===== src/rtl/wb_pkg.sv =====
// Shared types and widths for the writeback queue.
package wb_pkg;

    localparam int unsigned WB_RD_W   = 7;
    localparam int unsigned WB_DATA_W = 32;

    typedef struct packed {
        logic [WB_RD_W-1:0]   rd;
        logic [WB_DATA_W-1:0] data;
    } wb_entry_t;

endpackage


===== src/rtl/wb_fifo.sv =====
// Dual-push, single-pop in-order storage for pending register writes.
// Push A is always the older of two same-edge pushes; entries are exported oldest first.
module wb_fifo
    import wb_pkg::*;
#(
    parameter int unsigned DEPTH = 4,
    localparam int unsigned PtrW = $clog2(DEPTH),
    localparam int unsigned CntW = $clog2(DEPTH + 1)
) (
    input  logic            clock,
    input  logic            reset,
    input  logic            push_a,
    input  wb_entry_t       entry_a,
    input  logic            push_b,
    input  wb_entry_t       entry_b,
    input  logic            pop,
    output wb_entry_t       head,
    output logic [CntW-1:0] count,
    output wb_entry_t       entries [DEPTH]
);

    wb_entry_t       mem [DEPTH];
    logic [PtrW-1:0] rd_ptr;
    logic [PtrW-1:0] wr_ptr;
    logic [CntW-1:0] count_q;

    always_ff @(posedge clock or negedge reset) begin
        if (!reset) begin
            for (int i = 0; i < int'(DEPTH); i++) begin
                mem[i] <= '0;
            end
            rd_ptr  <= '0;
            wr_ptr  <= '0;
            count_q <= '0;
        end else begin
            if (push_a) begin
                mem[wr_ptr] <= entry_a;
            end
            // B lands behind A when both push on the same edge.
            if (push_b) begin
                mem[wr_ptr + PtrW'(push_a)] <= entry_b;
            end
            wr_ptr <= wr_ptr + PtrW'(push_a) + PtrW'(push_b);
            if (pop) begin
                rd_ptr <= rd_ptr + PtrW'(1);
            end
            count_q <= count_q + CntW'(push_a) + CntW'(push_b) - CntW'(pop);
        end
    end

    always_comb begin
        for (int i = 0; i < int'(DEPTH); i++) begin
            entries[i] = mem[rd_ptr + PtrW'(i)];
        end
    end

    assign head  = mem[rd_ptr];
    assign count = count_q;

endmodule


===== src/rtl/wb_queue.sv =====
// Writeback sequencer: accepts ex/mem results, retires one register write per clock,
// and offers a combinational forward lookup over all pending writes.
module wb_queue
    import wb_pkg::*;
#(
    parameter int unsigned DEPTH    = 4,
    parameter int unsigned NUM_REGS = 32
) (
    input  logic        clock,
    input  logic        reset,
    input  logic        ex_valid,
    input  logic [6:0]  ex_rd,
    input  logic [31:0] ex_result,
    output logic        ex_ready,
    input  logic        mem_valid,
    input  logic [6:0]  mem_rd,
    input  logic [31:0] mem_result,
    output logic        mem_ready,
    input  logic        wb_hold,
    output logic        Wrenable,
    output logic [6:0]  RdWb,
    output logic [31:0] Result,
    input  logic [6:0]  fwd_rd,
    output logic        fwd_hit,
    output logic [31:0] fwd_data,
    output logic [7:0]  drop_count
);

    localparam int unsigned CntW = $clog2(DEPTH + 1);

    logic [CntW-1:0] count;
    wb_entry_t       head;
    wb_entry_t       entries [DEPTH];

    logic mem_xfer, ex_xfer;
    logic mem_keep, ex_keep;
    logic mem_drop, ex_drop;
    logic pop;

    logic        wr_en_q;
    logic [6:0]  rd_q;
    logic [31:0] res_q;
    logic [7:0]  drop_q;
    logic [7:0]  drop_d;
    logic [8:0]  drop_sum;

    // Readiness looks only at registered occupancy; a same-edge pop frees nothing.
    assign mem_ready = count < CntW'(DEPTH);
    assign ex_ready  = (count < CntW'(DEPTH - 1)) || (mem_ready && !mem_valid);

    assign mem_xfer = mem_valid && mem_ready;
    assign ex_xfer  = ex_valid && ex_ready;
    assign mem_keep = mem_xfer && (32'(mem_rd) < NUM_REGS);
    assign ex_keep  = ex_xfer && (32'(ex_rd) < NUM_REGS);
    assign mem_drop = mem_xfer && !mem_keep;
    assign ex_drop  = ex_xfer && !ex_keep;
    assign pop      = (count != '0) && !wb_hold;

    wb_fifo #(
        .DEPTH(DEPTH)
    ) u_fifo (
        .clock  (clock),
        .reset  (reset),
        .push_a (mem_keep),
        .entry_a('{rd: mem_rd, data: mem_result}),
        .push_b (ex_keep),
        .entry_b('{rd: ex_rd, data: ex_result}),
        .pop    (pop),
        .head   (head),
        .count  (count),
        .entries(entries)
    );

    always_comb begin
        drop_sum = {1'b0, drop_q} + 9'(mem_drop) + 9'(ex_drop);
        drop_d   = drop_sum[8] ? 8'hFF : drop_sum[7:0];
    end

    always_ff @(posedge clock or negedge reset) begin
        if (!reset) begin
            wr_en_q <= 1'b0;
            rd_q    <= '0;
            res_q   <= '0;
            drop_q  <= '0;
        end else begin
            drop_q <= drop_d;
            if (pop) begin
                wr_en_q <= 1'b1;
                rd_q    <= head.rd;
                res_q   <= head.data;
            end else begin
                wr_en_q <= 1'b0;
            end
        end
    end

    assign Wrenable   = wr_en_q;
    assign RdWb       = rd_q;
    assign Result     = res_q;
    assign drop_count = drop_q;

    // Oldest-to-youngest scan so the last match (the youngest) wins; the output
    // register is older than every FIFO entry.
    always_comb begin
        fwd_hit  = 1'b0;
        fwd_data = '0;
        if (32'(fwd_rd) < NUM_REGS) begin
            if (wr_en_q && (rd_q == fwd_rd)) begin
                fwd_hit  = 1'b1;
                fwd_data = res_q;
            end
            for (int i = 0; i < int'(DEPTH); i++) begin
                if ((CntW'(i) < count) && (entries[i].rd == fwd_rd)) begin
                    fwd_hit  = 1'b1;
                    fwd_data = entries[i].data;
                end
            end
        end
    end

endmodule


===== config.mk =====
export PLATFORM = sky130hd
export DESIGN_NAME = wb_queue
export DESIGN_NICKNAME = d
export VERILOG_FILES = /design/src/rtl/wb_pkg.sv /design/src/rtl/wb_fifo.sv /design/src/rtl/wb_queue.sv
export SDC_FILE = /design/constraint.sdc
export NUM_CORES = 1
export LEC_CHECK = 0
export BUFFER_PORTS_ARGS = -buffer_cell sky130_fd_sc_hd__buf_2
export CAP_MARGIN = 20
export CORE_MARGIN = 1
export CORE_UTILIZATION = 30
export CTS_CLUSTER_SIZE = 40
export DETAILED_ROUTE_END_ITERATION = 8
export PLACE_DENSITY = 0.46
export SLEW_MARGIN = 10
export SYNTH_ARGS = -nofsm -noshare
export SYNTH_HDL_FRONTEND = slang
export SYNTH_SLANG_ARGS = --single-unit

===== constraint.sdc =====
create_clock -name clock -period 3.64 [get_ports clock]
set_input_delay 0.546 -clock clock [delete_from_list [all_inputs] [get_ports clock]]
set_output_delay 0.546 -clock clock [all_outputs]
set_load 0.01 [all_outputs]

==> flow_summary.ini, run 1 <==
[final_layout]
fin_cells = 2544
drive_above_1_share_pct = 26.3
area_growth_syn_to_layout_pct = 27.7
final_cell_mix = 329 x nand2_1, 259 x mux2i_1, 218 x o21ai_0
final_common_cell = nand2_1
nets = 1954

[synth]
synth_area_mm2 = 0.0149
ys_ff_latch = 211
synth.distinct_cells = 64
synth_edf_count = 0
yosysWarnings = 0
netlist_instances = 1674
synth.avg_cell_area_um2 = 8.91
synth-async-reset-ratio_pct = 100
ys_seq_area_share_pct = 35.4
yosys_most_used_dff = dfrtp_1
synth_nets = 1773

[detailed_routing]
drc = 0
wl_per_cell_um = 21.6
drtIter0Drc = 863
ant_nets = 0
vias_per_cell = 5.30
vias = 13475
wl_mm = 54.8
firstDrtPassIters = 6

[grt]
grtUsageTotal_pct = 21.2
grt_pass1_vias = 13480
grt_first_pass_wirelength_mm = 82.5
antenna_found_initial = 9
grt_start_max_net_pins = 95
gr-total-overflow = 0

[setup_path]
cp-start-kind = flip-flop
worst-path-buf-inv = 7
crit_arrival_ns = 3.60
critPathMostFrequentCell = buf_12
path_class = flip-flop to output port
worst_ep_required_time_ns = 3.09
end_kind = output port
path_cells = buf_6, buf_12, mux4_2, xnor2_2, nand4_1, buf_4, a211oi_4, buf_6, buf_12, buf_12, o211ai_1, a32o_1, o311a_1, buf_2
cpMaxStageDelayCell = dfrtp_4
cp_top_family = buffers and inverters
slowest_delay_ns = 0.54
path_max_fanout = 8

[sta]
fin_tns_setup_ns = -13.96
fin_crit_ns = 4.15
rsz0062_at_grt = true
relSlewSlack_pct = 33.0
setup_viol = 33
slew_violations = 0
setup_ws_ns = -0.508
worstMarginPinSlew_ns = 1.00
holdWs_ns = -0.00326
finClkSkew_ns = 0.0156
finalCritPeriodShare_pct = 114
fmax_ghz = 0.241
hold_viol = 1

[clock_tree]
insertion_delay_ns = 0.58
cts_tree = done
path_clk_slew_ns = 0.06
cts.sinks = 211
cts-root-buf = clkbuf_16
htree_levels = 1
clockBufferDepth = 3
numCtsBuffers = 29

[power]
ir_worst_vdd_uv = 408
p_leak_nw = 8.90
power_density_mw_per_mm2 = 814

[place]
hpwl_mm = 32.9
place.gp.congestion = 0.837
dpl.cell_count = 2424
port_buffers = 172

[status]
status = finished with violations
violations = hold timing, setup timing

[run]
maxCapViolations = 0

[die]
row_count = 81
core_area_mm2 = 0.0490
die_x_um = 225
io_pins = 173
die-area_mm2 = 0.0506
die_h_um = 225
start_util_pct = 30.5

[worst_hold_path]
hp-class = input port to asynchronous set/reset pin
-- through the flow --
step | area, um^2 | hold WS [ns] | utilization [%] | power (mW) | setup WS [ns]
after floorplan | 14900 | 0.250 | - | 9.30 | 0.592
after global placement | 16700 | 0.489 | 34.2 | 11.3 | -0.163
after detailed placement | 16700 | 0.495 | 34.2 | 11.5 | -0.183
after CTS | 18600 | 0.0283 | 38.0 | 15.1 | -0.515
after global routing | 19000 | 0.0561 | 38.9 | 16.7 | -0.578
final | 19000 | -0.00326 | 38.9 | 15.5 | -0.508
-- Yosys cell counts, types with 3 or more instances --
master / n / area (um^2)
a21oi_1: 67 / 335
a221oi_1: 9 / 78.8
a221oi_2: 10 / 150
a31oi_1: 14 / 87.6
a32o_1: 13 / 130
and2_1: 20 / 125
and3_1: 5 / 31.3
and3b_1: 6 / 52.6
buf_1: 13 / 48.8
buf_2: 32 / 160
buf_4: 7 / 52.6
buf_6: 4 / 45.0
clkbuf_1: 90 / 338
dfrtp_1: 211 / 5280
fa_1: 3 / 60.1
ha_1: 6 / 75.1
inv_1: 13 / 48.8
mux2_1: 9 / 101
mux2_2: 48 / 541
mux2i_1: 270 / 2700
mux4_2: 9 / 203
nand2_1: 330 / 1240
nand3_1: 10 / 50.1
nand4_1: 6 / 37.5
nor2_1: 20 / 75.1
nor2b_1: 19 / 119
nor3_1: 42 / 210
o211a_1: 8 / 80.1
o211ai_1: 45 / 338
o21ai_0: 220 / 1100
o221ai_1: 18 / 158
o311a_1: 5 / 50.1
or3_1: 13 / 81.3
xnor2_1: 32 / 280
xor2_1: 10 / 87.6
-- sequential cells by signal, indices dropped and copies added (netlist names) --
name / cells
drop_count: 8
u_fifo.mem: 156
u_fifo.count: 3
RdWb: 7
u_fifo.wr_ptr: 2
u_fifo.rd_ptr: 2
Wrenable: 1
Result: 32
-- power breakdown --
part / switching [mW] / internal, mW / leakage, nW
Combinational: 4.46 / 3.63 / 5.75
Clock: 1.15 / 1.84 / 0.491
Sequential: 0.992 / 3.43 / 2.65
-- area by class of cell --
cell class / count / area, um^2
Sequential cell: 211 / 5290
Tap cell: 664 / 831
Multi-Input combinational cell: 1301 / 9380
Inverter: 15 / 58.8
Fill cell: 4936 / 29900
Antenna cell: 5 / 12.5
Clock inverter: 8 / 119
Timing Repair Buffer: 297 / 2490
Clock buffer: 43 / 868
-- final timing paths --
check,startpoint,endpoint,slack (ns),depth (start not counted)
worst min register to register,Result[28],Result[28],0.50,2
worst min-delay path,reset,u_fifo.mem[41],-0.003,1
worst max register to register,u_fifo.count[2],u_fifo.count[1],1.03,8
min in group clock,ex_result[30],u_fifo.mem[147],0.22,3
worst max-delay path,u_fifo.rd_ptr[1],fwd_data[7],-0.51,14
max in group asynchronous,reset,Result[23],2.78,2
-- routing by layer --
metal,vias up,wire [um],global-route usage (%)
li1,6414,-,-
met1,6593,24400,28.5
met2,379,25900,34.7
met3,85,3100,3.39
met4,4,1330,6.89
met5,-,27,0
-- repair_timing --
item / 4_1_cts / 5_1_grt
hold buffers: 0 / 0
resized for setup: 74 / 37
pin swaps: 25 / 33
setup buffers: 43 / 9
endpoints found under the setup margin: 33 / 33
cloned: 4 / 9
-- cells by family (layout without fill, tap and decap cells) --
group	after synthesis	count (layout)	synth area share, %
AND/OR/NAND/NOR	484	484	14.3
AO/OA/AOI/OAI	430	430	18.3
multiplexers	336	336	23.8
flip-flops	211	211	35.4
buffers and inverters	162	363	4.83
XOR/XNOR	42	42	2.47
adder cells (fa/ha/maj)	9	9	0.906
other	0	5	0
No activity file was read; power rests on OpenSTA's default activity.
==> inputs of run 2 (changes only) <==
==> constraint.sdc (replaced) <==
create_clock -name clock -period 4.02 [get_ports clock]
set_input_delay 0.603 -clock clock [delete_from_list [all_inputs] [get_ports clock]]
set_output_delay 0.603 -clock clock [all_outputs]
set_load 0.01 [all_outputs]
==> run 2 against run 1 <==
Compared with the run above: the flow finishes with violations (setup timing); cell count down 2.1%; die area unchanged; sequential share of layout area up 1.1 points; clock power down 15%; largest power group unchanged; highest routed layer unchanged.
==> flow_summary.ini, run 2 (same netlist as run 1, synthesis figures left out) <==
[clock_tree]
clockBufferDepth = 3
path_clk_slew_ns = 0.05
cts-root-buf = clkbuf_16
cts.sinks = 211
cts_tree = done
numCtsBuffers = 29
insertion_delay_ns = 0.57
htree_levels = 1
hold_buffers = 0

[sta]
fin_crit_ns = 4.20
rsz0062_at_grt = true
fmax_ghz = 0.238
setup_ws_ns = -0.176
slew_violations = 0
hold_viol = 0
finClkSkew_ns = 0.0112
worstMarginPinSlew_ns = 1.13
relSlewSlack_pct = 25.0
finalCritPeriodShare_pct = 104
setup_viol = 32

[detailed_routing]
drc = 0
firstDrtPassIters = 5
ant_nets = 0
wl_mm = 52.5
drtIter0Drc = 735
wl_per_cell_um = 21.1
vias = 13075
vias_per_cell = 5.25

[place]
dpl.cell_count = 2404
place.gp.congestion = 0.795
hpwl_mm = 32.4
place_area_mm2 = 0.0165
port_buffers = 172

[setup_path]
cpMaxStageDelayCell = dfrtp_4
r2r_cells = 9
worst-path-buf-inv = 6
path_class = flip-flop to output port
end_kind = output port
reg2reg_from = u_fifo.count[2]
cp-start-kind = flip-flop
slowest_delay_ns = 0.51
path_max_fanout = 20
crit_end = fwd_data[20]
crit_arrival_ns = 3.59
startpoint = u_fifo.rd_ptr[1]
rrSetupSlack_ns = 1.38
regToRegEndpoint = u_fifo.count[1]
worst_ep_required_time_ns = 3.42
cp_top_family = buffers and inverters
cp.depth = 13
path_cells = buf_12, buf_12, mux2i_4, mux2_4, o21ai_1, a222oi_1, nand4_1, buf_6, buf_12, buf_8, and3_1, o311a_1, buf_2
critPathMostFrequentCell = buf_12

[power]
p_total_mw = 13.3
power_density_mw_per_mm2 = 728
ir_worst_vdd_uv = 377
p_leak_nw = 8.48

[final_layout]
top_register = u_fifo.mem
largest_reg_flops = 156
stdcell_area_mm2 = 0.0183
final_cell_mix = 328 x nand2_1, 259 x mux2i_1, 218 x o21ai_0
area_growth_syn_to_layout_pct = 22.6
postLayoutCoreUtil_pct = 37.4
fin_cells = 2491
final_common_cell = nand2_1
drive_above_1_share_pct = 23.5
nets = 1903

[die]
core_area_mm2 = 0.0490
die_h_um = 225
die_x_um = 225
row_count = 81
io_pins = 173
die-area_mm2 = 0.0506
start_util_pct = 30.5

[status]
violations = setup timing
status = finished with violations

[grt]
grt_pass1_vias = 12732
gr-total-overflow = 0
grtUsageTotal_pct = 20.1
grt_first_pass_wirelength_mm = 77.9
grt_start_max_net_pins = 103
antenna_found_initial = 4

[run]
maxCapViolations = 0

[worst_hold_path]
hp-class = input port to asynchronous set/reset pin
==> run 2: how the worst min path moves through the flow <==
stage          slack [ns]        from             to
2_1_floorplan        0.31       reset        RdWb[0]
6_report             0.09       reset  u_fifo.mem[2]
5_1_grt              0.14       reset  u_fifo.mem[2]
3_3_place_gp         0.48  Result[24]     Result[24]
4_1_cts              0.11       reset  u_fifo.mem[2]
3_5_place_dp         0.49  Result[24]     Result[24]
==> run 2: area by class of cell <==
cell class / count / area [um^2]
diodes: 3 / 7.51
clock buffers: 43 / 858
clock inverters: 8 / 67.6
fillers: 4968 / 30700
inverters: 15 / 58.8
multi-input cells: 1301 / 9310
flip-flops and latches: 211 / 5290
well taps: 664 / 831
repair buffers: 246 / 1870
==> run 2: metal layers <==
layer | GRT usage (%) | share of wire (%)
met1 | 26.8 | 46
met2 | 33.7 | 47
met3 | 3.10 | 5.0
met4 | 5.38 | 2.1
met5 | 0 | 0.025
==> run 2: repair_timing <==
action,CTS,global route
cloned,1,4
setup buffers,17,11
endpoints found under the setup margin,33,33
pin swaps,10,25
gates resized for setup,41,51
==> run 2: metrics by stage <==
stage               hold slack [ns]  setup WS, ns  setup TNS, ns
CTS                           0.114        -0.132          -2.75
finish                       0.0926        -0.176          -3.16
detailed placement            0.493         0.220              0
global route                  0.141        -0.244          -5.98
floorplan                     0.307         0.903              0
global placement              0.484         0.228              0
==> run 2: where the power goes <==
group,leakage [nW],switching [mW],total [mW],internal [mW]
Combinational,5.36,3.87,6.78,2.91
Clock,0.460,1.03,2.55,1.52
Sequential,2.65,0.888,3.99,3.11
